`src/rtl/fifo_pkg.sv`:
```
// fifo_pkg
//   Shared definitions for the read- and write-side controls of the async FIFO.
//   - FIFO_ADDR_W / PTR_W : default RAM address width and pointer width
//                           (pointers carry one extra wrap bit).
//   - bin2gray / gray2bin : width-generic conversions. They operate on a
//                           32-bit container; callers zero-extend narrower
//                           values. This is exact because leading zeros map
//                           to leading zeros in both directions.
package fifo_pkg;

  localparam int FIFO_ADDR_W = 4;
  localparam int PTR_W       = FIFO_ADDR_W + 1;

  function automatic logic [31:0] bin2gray(input logic [31:0] b);
    return b ^ (b >> 1);
  endfunction

  // Each binary bit is the XOR of all Gray bits at or above it.
  function automatic logic [31:0] gray2bin(input logic [31:0] g);
    logic [31:0] b;
    b[31] = g[31];
    for (int i = 30; i >= 0; i--) begin
      b[i] = b[i+1] ^ g[i];
    end
    return b;
  endfunction

endpackage

```
`src/rtl/fifo_rd_ctrl.sv`:
```
// fifo_rd_ctrl
//   Read-side control of the async FIFO, running in the read clock domain.
//   Owns the read pointer and derives the empty / almost_empty flags and the
//   fill level from the write pointer, which arrives already synchronized.
//   Because of that synchronizer, the flags are pessimistic. Newly written data
//   becomes visible late, but empty is never asserted late.
// Ports
//   clk, rst        read clock, asynchronous active-high reset
//   rd_en           read request
//   wptr_gray_sync  write pointer (Gray), synchronized to clk
//   underflow_clr   clears the sticky underflow flag
//   raddr           RAM read address (low bits of the binary read pointer)
//   rptr_gray       registered Gray read pointer for the write-domain synchronizer
//   rd_fire         read accepted this cycle
//   empty           registered empty flag
//   almost_empty    registered, level <= AEMPTY_THRESH
//   rd_level        registered fill level, 0..2**ADDR_W
//   underflow       sticky: a read was attempted while empty
module fifo_rd_ctrl
  import fifo_pkg::*;
#(
  parameter int ADDR_W        = 4,
  parameter int AEMPTY_THRESH = 2
) (
  input  logic              clk,
  input  logic              rst,
  input  logic              rd_en,
  input  logic [ADDR_W:0]   wptr_gray_sync,
  input  logic              underflow_clr,
  output logic [ADDR_W-1:0] raddr,
  output logic [ADDR_W:0]   rptr_gray,
  output logic              rd_fire,
  output logic              empty,
  output logic              almost_empty,
  output logic [ADDR_W:0]   rd_level,
  output logic              underflow
);

  localparam int PW = ADDR_W + 1;
  localparam logic [PW-1:0] THRESH = PW'(AEMPTY_THRESH);

  logic [PW-1:0] rbin_reg;
  logic [PW-1:0] rbin_next;
  logic [PW-1:0] rgray_reg;
  logic [PW-1:0] rgray_next;
  logic [PW-1:0] wbin_sync;
  logic [PW-1:0] level_reg;
  logic [PW-1:0] level_next;
  logic          empty_reg;
  logic          empty_next;
  logic          aempty_reg;
  logic          aempty_next;
  logic          underflow_reg;
  logic          underflow_next;
  logic [31:0]   rgray_wide;
  logic [31:0]   wbin_wide;

  // Reads are gated by the registered empty flag, so the pointer never passes
  // the write pointer. Over-reads are only recorded in the underflow flag.
  assign rd_fire = rd_en & ~empty_reg;

  always_comb begin
    rbin_next      = rbin_reg + {{(PW-1){1'b0}}, rd_fire};
    rgray_wide     = bin2gray(32'(rbin_next));
    rgray_next     = rgray_wide[PW-1:0];
    wbin_wide      = gray2bin(32'(wptr_gray_sync));
    wbin_sync      = wbin_wide[PW-1:0];
    // Modular subtraction over PW bits. The extra wrap bit distinguishes a
    // full FIFO (level 2**ADDR_W) from an empty one.
    level_next     = wbin_sync - rbin_next;
    empty_next     = (rgray_next == wptr_gray_sync);
    aempty_next    = (level_next <= THRESH);
    underflow_next = underflow_reg;
    // A set and a clear in the same cycle resolve in favour of set.
    if (rd_en && empty_reg) begin
      underflow_next = 1'b1;
    end else if (underflow_clr) begin
      underflow_next = 1'b0;
    end
  end

  always_ff @(posedge clk or posedge rst) begin
    if (rst) begin
      rbin_reg      <= '0;
      rgray_reg     <= '0;
      level_reg     <= '0;
      empty_reg     <= 1'b1;
      aempty_reg    <= 1'b1;
      underflow_reg <= 1'b0;
    end else begin
      rbin_reg      <= rbin_next;
      rgray_reg     <= rgray_next;
      level_reg     <= level_next;
      empty_reg     <= empty_next;
      aempty_reg    <= aempty_next;
      underflow_reg <= underflow_next;
    end
  end

  assign raddr        = rbin_reg[ADDR_W-1:0];
  assign rptr_gray    = rgray_reg;
  assign empty        = empty_reg;
  assign almost_empty = aempty_reg;
  assign rd_level     = level_reg;
  assign underflow    = underflow_reg;

endmodule

```
`config.mk`:
```
export PLATFORM = sky130hd
export DESIGN_NAME = fifo_rd_ctrl
export DESIGN_NICKNAME = d
export VERILOG_FILES = /design/src/rtl/fifo_pkg.sv /design/src/rtl/fifo_rd_ctrl.sv
export SDC_FILE = /design/constraint.sdc
export NUM_CORES = 1
export LEC_CHECK = 0
export ABC_AREA = 1
export BUFFER_PORTS_ARGS = -buffer_cell sky130_fd_sc_hd__buf_2
export CAP_MARGIN = 5
export CORE_ASPECT_RATIO = 0.75
export CORE_MARGIN = 5
export CORE_UTILIZATION = 46
export CTS_CLUSTER_SIZE = 14
export DETAILED_ROUTE_END_ITERATION = 6
export HOLD_SLACK_MARGIN = 0.1
export PLACE_DENSITY = 0.71
export SETUP_SLACK_MARGIN = 0.2
export SLEW_MARGIN = 30
export SYNTH_ARGS = -nofsm -noshare
export SYNTH_HDL_FRONTEND = slang
export SYNTH_SLANG_ARGS = --single-unit
export TNS_END_PERCENT = 20
```
`constraint.sdc`:
```
create_clock -name clk -period 2.2 [get_ports clk]
set_clock_uncertainty 0.15 [all_clocks]
set_input_delay 0.44 -clock clk [delete_from_list [all_inputs] [get_ports clk]]
set_output_delay 0.44 -clock clk [all_outputs]
set_load 0.03 [all_outputs]
```
* Word-level counts from Yosys, hierarchy flattened
Cells that the tools add are included.
** Storage, ports and cells
- ROM bits :: 0
- Register bits after elaboration :: 18
- Memories :: 0
- Word-level logic and storage cells :: 21
- Bits in latches :: 0
- RAM bits :: 0
** Operators by class
- Magnitude comparators :: 1
- Add/sub/neg operators :: 2
- Equal/unequal tests :: 1
- $mul :: 0
- Reduce and logical (&&, ||, !) cells :: 2
- Shift operators :: 0
- Muxes and demuxes :: 2
- Divide/modulo/power cells :: 0
- Bitwise operators :: 7
** Operators by type and width (count)
- $add 5x1->5 :: 1
- $eq 5x5->1 :: 1
- $le 5x2->1 const B :: 1
- $sub 5x5->5 :: 1
- $xor 5x4->5 :: 1
- $xor 1x1->1 :: 4
- $mux 1 :: 2
- $reduce_bool 2->1 :: 1
- $and 1x1->1 :: 1
- $logic_and 1x1->1 :: 1
- $not 1->1 :: 1

* Depth between registers and ports, before layout
Gate-level depths: netlist (run 1).
- Depth after elaboration :: 6
- Gate-level depth with buffers :: 16

* Worst setup path after synthesis (run 1)
No wires, ideal clock.
- Path kind :: input to register
- Start :: in rd_en
- End :: reg aempty_reg, in the netlist almost_empty
- Buffers on the path :: 0
- Path slack :: -0.404 ns
- Setup time :: 0.064 ns
- Stages :: 13
- Arrival time :: 2.390 ns
- Cell sequence :: inv_1 > nor2_1 > ha_1 > nand2_4 > nand2_1 > nand2_2 > ha_1 > a21oi_1 > nand2_1 > xor2_1 > nor2_1 > nand3_1 > nor2_2
** Between the ends
- Cells in the longest elaborated chain, start to end :: 4
** RTL lines
- start, declared :: RTL line fifo_rd_ctrl.sv:27 : input logic rd_en,
- $and 1x1->1 :: RTL line fifo_rd_ctrl.sv:60 : assign rd_fire = rd_en & ~empty_reg;
- via rd_fire :: RTL line fifo_rd_ctrl.sv:32 : output logic rd_fire,
- $add 5x1->5 :: RTL line fifo_rd_ctrl.sv:63 : rbin_next = rbin_reg + {{(PW-1){1'b0}}, rd_fire};
- $sub 5x5->5 :: RTL line fifo_rd_ctrl.sv:70 : level_next = wbin_sync - rbin_next;
- via level_next[3] :: RTL line fifo_rd_ctrl.sv:48 : logic [PW-1:0] level_next;
- $le 5x2->1 :: RTL line fifo_rd_ctrl.sv:72 : aempty_next = (level_next <= THRESH);
- via aempty_next :: RTL line fifo_rd_ctrl.sv:52 : logic aempty_next;
- end signal, assigned :: RTL line fifo_rd_ctrl.sv:95 : aempty_reg <= aempty_next;
- end, declared :: RTL line fifo_rd_ctrl.sv:51 : logic aempty_reg;
The timed path passes the listed nets, and every way through them passes these cells.
A chain may end at the register's enable or synchronous reset.

* Worst setup path in the final report (run 1)
- Start :: reg empty_reg, in the netlist empty
- End :: reg aempty_reg, in the netlist almost_empty
** Between the ends
- Cells in the longest elaborated chain, start to end :: 5
** RTL lines
- start, declared :: RTL line fifo_rd_ctrl.sv:49 : logic empty_reg;
- start signal, assigned :: RTL line fifo_rd_ctrl.sv:94 : empty_reg <= empty_next;
- $not 1->1 :: RTL line fifo_rd_ctrl.sv:60
- $and 1x1->1 :: RTL line fifo_rd_ctrl.sv:60
- $add 5x1->5 :: RTL line fifo_rd_ctrl.sv:63
- via rbin_next[0] :: RTL line fifo_rd_ctrl.sv:43 : logic [PW-1:0] rbin_next;
- $sub 5x5->5 :: RTL line fifo_rd_ctrl.sv:70
- via level_next[1] :: RTL line fifo_rd_ctrl.sv:48
- $le 5x2->1 :: RTL line fifo_rd_ctrl.sv:72
- via aempty_next :: RTL line fifo_rd_ctrl.sv:52
The timed path passes the listed nets, and every way through them passes these cells.

==> results of run 1 <==
## per-layer routing
layer,GRT usage (%),wire (um)
met2,24.87,1204
met3,5.184,114
met5,0,0
met1,20.27,1219
met4,4.138,19
## metrics by stage
step           setup TNS, ns  instances  utilization, %
2_1_floorplan        -0.2170        135               -
3_3_place_gp         -0.6566        197           58.22
3_5_place_dp         -0.9690        197           58.22
4_1_cts                    0        205           63.28
5_1_grt             -0.09169        207           68.11
6_report                   0        207           68.11
## worst max-delay path: cells and delay by family, from the launching register on
| family | cells | cell delay, ns |
|---|---|---|
| buf+inv | 2 | 0.08 |
| fa+ha+maj | 3 | 0.99 |
| flops | 1 | 0.57 |
| simple gates | 5 | 0.34 |
## Yosys cell counts, types with 2 or more instances
cell,count
nand2_1,35
inv_1,20
nand3_1,17
dfrtp_1,15
nand2_2,15
ha_1,6
nor2_1,6
inv_2,3
nor2_2,3
xor2_1,3
a21oi_1,2
dfstp_2,2
## layout make-up
type	count	area, um2
Multi-Input combinational cell	94	665.6
Fill cell	197	718.2
Clock inverter	1	5.005
Clock buffer	3	22.52
Tap cell	25	31.28
Inverter	23	93.84
Timing Repair Buffer	44	287.8
Sequential cell	17	427.9
## what timing repair did
action                                 4_1_cts  5_1_grt
pin swaps                                    5       22
hold buffers                                 1        0
endpoints found under the hold margin       15        0
setup endpoints to repair                    4        6
resized for setup                           13       23
setup buffers                                3        2
## kinds of logic after synthesis
family | after synthesis | share of synthesized area (%)
buffers and inverters | 24 | 9.176
adder cells (fa/ha/maj) | 7 | 8.941
flip-flops | 17 | 40.24
AND/OR/NAND/NOR | 79 | 35.41
AO/OA/AOI/OAI | 4 | 2.235
XOR/XNOR | 4 | 4.001
## worst max-delay path by stage
stage                    to  slack, ns  cells past startpoint
6_report       almost_empty       0.01                     10
5_1_grt        almost_empty      -0.09                     15
4_1_cts        almost_empty       0.02                     15
3_5_place_dp   almost_empty      -0.39                     15
3_3_place_gp   almost_empty      -0.31                     15
2_1_floorplan  almost_empty      -0.11                     16
## power breakdown
| group | internal, mW | switching [mW] | total (mW) |
|---|---|---|---|
| Sequential | 0.466 | 0.104 | 0.570 |
| Clock | 0.0678 | 0.106 | 0.174 |
| Combinational | 0.674 | 1.05 | 1.72 |
==> impl_metrics.ini, run 1 <==
[grt]
antenna_found_initial = 0
grt_overflow = 0
grt_max_degree = 18
grt_pass1_wl_um = 3953
track_usage_pct = 15.58
grt_pass1_vias = 922

[synthesis]
syn_avg_cell_area_um2 = 7.878
ys_seq_area_share_pct = 40.24
syn-cell-area_um2 = 1064
syn_nets = 151
async_flop_share_pct = 100.0
ys_types = 20
yosysTopAreaCellShare_pct = 35.29
synth_ff_type = dfrtp_1
synth.ff_latch_count = 17
syn_inst = 135
yosys_warnings = 0
synth_edf_count = 0
synth_largest_area_cell = dfrtp_1
synthTopCellsByArea = dfrtp_1 35%, nand2_1 12%, nand2_2 8.8%

[run]
cap_violations = 0

[critical_path]
r2r_start = empty
r2r_end = almost_empty
cpPeakStageDelay_ns = 0.57
setup.worst_path.end_class = register
startpoint_type = register
worstSetupStartpoint = empty
reg2reg_slack_ns = 0.01
crit_slowest_cell = dfstp_2
crit_type = register to register
crit_chain = nor2_4 -> ha_4 -> ha_2 -> inv_2 -> fa_2 -> inv_2 -> nor2_2 -> nor2_1 -> nand3_1 -> nor2_2
reg2reg_depth = 10
critPathMaxFanout = 4
crit_arrival_ns = 2.28
required_ns = 2.29

[clocking]
cts_max_path_buffers = 2
htreeDepth = 1
clk_pin_slew_ns = 0.10
cts_buffers = 3
clk_latency_ns = 0.30
clkSinkCount = 17
cts_root_buffer = clkbuf_4
cts_tree = done

[floorplan]
initial_core_util_pct = 47.22
chipHeight_um = 51.64
io_pins = 27
fp.coreArea_um2 = 2252
num_rows = 15
dieWidth_um = 65.52
die_area_um2 = 3383

[min_path]
min_path_cells = 2
hold_end = underflow
min_path_type = input pin to register
worstHoldStart = underflow_clr

[sta]
maxSlewHeadroom_pct = 57.42
whs_ns = 0.1726
rsz0062_at_grt = true
timing.final.ws_setup_ns = 0.01059
finalSetupViolations = 0
post-route-period-util_pct = 99.52
slew_viol_final = 0
max_freq_ghz = 0.4567
period_minus_slack_ns = 2.189
tightest_slew_ns = 0.6379
hold_violations = 0

[power_and_ir_drop]
totalPowerFinal_mw = 2.467
powerDensity_nw_per_um2 = 1608
irDropWorstVdd_mv = 0.7647
leakagePower_nw = 0.8258

[cells_and_area]
syn2layout_area_growth_pct = 44.24
final_area_um2 = 1534
fin_nets = 199
drive_above_1_share_pct = 53.30
final_cell_mix = 29 x nand2_1, 24 x buf_2, 20 x nand2_2
final_common_cell = nand2_1
diodes = 0

[detailed_routing]
ant_nets = 0
drt_iter0_drc = 21
wl_um = 2557
vias = 992
drc = 0
viasPerCell = 4.792
firstDrtPassIters = 4
wl_per_cell_um = 12.35

[place]
place_area_um2 = 1311
dp_slack_ns = -0.3857
dpl.hpwl_um = 1825
gp_congestion = 0.7806
port_buffers = 26

[status]
status = complete, no violations
(Power assumes the default switching activity.)
==> run 2: changes to the inputs <==
==> constraint.sdc (replaced) <==
create_clock -name clk -period 2 [get_ports clk]
set_clock_uncertainty 0.15 [all_clocks]
set_input_delay 0.4 -clock clk [delete_from_list [all_inputs] [get_ports clk]]
set_output_delay 0.4 -clock clk [all_outputs]
set_load 0.03 [all_outputs]
==> run 2 against run 1 <==
Compared with the run above: the flow now finishes with violations (setup timing); routed wire length increased by 5.1%; final area rose by 7.2%; utilization grew 4.9 points; register-to-register slack lost 0.10 ns; largest cell class unchanged; count of clock-buffer cells in the layout unchanged; global-route usage up 1.1 points; total power increased by 11%; worst setup slack lost 0.12 ns; sequential power up 9.6%; critical path type is now input pin to register; non-clock buffer count up 3; sequential share of layout area decreased by 1.9 points; combinational power rose by 12%.
==> impl_metrics.ini, run 2 (same netlist as run 1, synthesis figures left out) <==
[critical_path]
reg2reg_depth = 10
crit_type = input pin to register
required_ns = 2.09
r2r_start = empty
critPathMaxFanout = 4
setup.worst_path.end_class = register
startpoint_type = input pin
reg2reg_slack_ns = -0.09
crit_arrival_ns = 2.19
r2r_end = almost_empty

[cells_and_area]
final_cell_mix = 30 x nand2_1, 23 x buf_2, 20 x buf_4
finalNonFillerCells = 210
drive_above_1_share_pct = 54.59
syn2layout_area_growth_pct = 54.59
diodes = 0
final_common_cell = nand2_1
final_util_pct = 73.00
fin_nets = 202
nFillCells = 154

[place]
port_buffers = 26
place_inst = 200
dpl.hpwl_um = 2049
gp_congestion = 0.7906

[clocking]
cts_root_buffer = clkbuf_4
cts_tree = done
clk_latency_ns = 0.29
cts_max_path_buffers = 2
clk_pin_slew_ns = 0.11
cts_buffers = 3
clkSinkCount = 17
htreeDepth = 1

[floorplan]
chipHeight_um = 51.64
num_rows = 15
die_area_um2 = 3383
initial_core_util_pct = 47.22
fp.coreArea_um2 = 2252
dieWidth_um = 65.52
io_pins = 27

[sta]
post-route-period-util_pct = 105.3
period_minus_slack_ns = 2.107
slew_viol_final = 0
tightest_slew_ns = 0.6633
finalSetupViolations = 2
maxSlewHeadroom_pct = 55.73
max_freq_ghz = 0.4746
hold_violations = 0
whs_ns = 0.1582
rsz0062_at_grt = true
timing.final.ws_setup_ns = -0.1070

[detailed_routing]
wl_per_cell_um = 12.80
viasPerCell = 4.795
drc = 0
drt_iter0_drc = 29
vias = 1007
wl_um = 2687
firstDrtPassIters = 4
ant_nets = 0

[power_and_ir_drop]
pwr-share-clk_pct = 6.8
powerDensity_nw_per_um2 = 1667
combPwrFrac_pct = 70.4
leakagePower_nw = 0.8708
netSwitchingPower_mw = 1.392
p_int_mw = 1.349
seqPwrFrac_pct = 22.8
sw_frac_of_total_pct = 50.78
irDropWorstVdd_mv = 0.8326

[min_path]
hold_end = underflow
min_path_type = input pin to register
worstHoldStart = underflow_clr
min_path_cells = 2

[grt]
grt_max_degree = 18
grt_pass1_wl_um = 4326
antenna_found_initial = 0
grt_pass1_vias = 997
grt_overflow = 0
track_usage_pct = 16.71

[status]
status = complete, but fails checks
failed_checks = setup timing

[run]
cap_violations = 0
[run 2: power groups by stage]
stage / clock (mW) / combinational [mW] / sequential [mW]
after floorplan: 0 / 0.886 / 0.928
after global placement: 0 / 1.65 / 0.626
after detailed placement: 0 / 1.70 / 0.631
after CTS: 0.191 / 1.83 / 0.624
after global routing: 0.205 / 2.13 / 0.644
final: 0.187 / 1.93 / 0.625
[run 2: area by class of cell]
class	instances	area, um2	share of cell area (%)
Timing Repair Buffer	47	326.6	19.86
Tap cell	25	31.28	1.903
Inverter	23	106.4	6.469
Clock inverter	1	5.005	0.3044
Multi-Input combinational cell	94	724.4	44.06
Sequential cell	17	427.9	26.03
Clock buffer	3	22.52	1.370
[run 2: metal layers]
metal  up-vias  GRT usage, %  share of wire [%]
li1        512             -                  -
met1       471         20.77                 45
met2        22         30.08                 51
met3         2         3.024                3.3
met4         0         4.138                1.0
met5         -             0                  0
[run 2: worst max path at each step]
stage	from	to	cells past startpoint	slack, ns
2_1_floorplan	wptr_gray_sync[4]	almost_empty	14	-0.26
3_3_place_gp	wptr_gray_sync[4]	almost_empty	15	-0.45
3_5_place_dp	wptr_gray_sync[4]	almost_empty	15	-0.55
4_1_cts	empty	almost_empty	12	-0.11
5_1_grt	wptr_gray_sync[4]	almost_empty	15	-0.25
6_report	wptr_gray_sync[3]	almost_empty	14	-0.11
[run 2: what timing repair did]
item | CTS | global route
buffers inserted | 2 | 3
pin swaps | 16 | 17
endpoints found under the setup margin | 6 | 6
resized for setup | 17 | 14
hold buffers | 1 | 0
hold endpoints to repair | 15 | 0
[run 2: critical path, stage by stage]
cell,delay [ns]
buf_12,0.11
nand2_2,0.08
nand3_4,0.09
nand2_4,0.10
xor2_4,0.17
xor2_2,0.22
ha_4,0.16
inv_2,0.04
fa_2,0.52
inv_1,0.04
nor2_1,0.09
nor2_1,0.05
nand3_1,0.08
nor2_2,0.05
[run 2: metrics by stage]
step | power [mW] | TNS (ns) | instance area, um2 | setup slack (ns)
floorplan | 1.814 | -0.5274 | 1145 | -0.2605
global placement | 2.279 | -1.382 | 1408 | -0.4462
detailed placement | 2.330 | -1.917 | 1408 | -0.5509
CTS | 2.648 | -0.1779 | 1541 | -0.1149
global route | 2.980 | -0.4802 | 1644 | -0.2453
finish | 2.741 | -0.1746 | 1644 | -0.1070
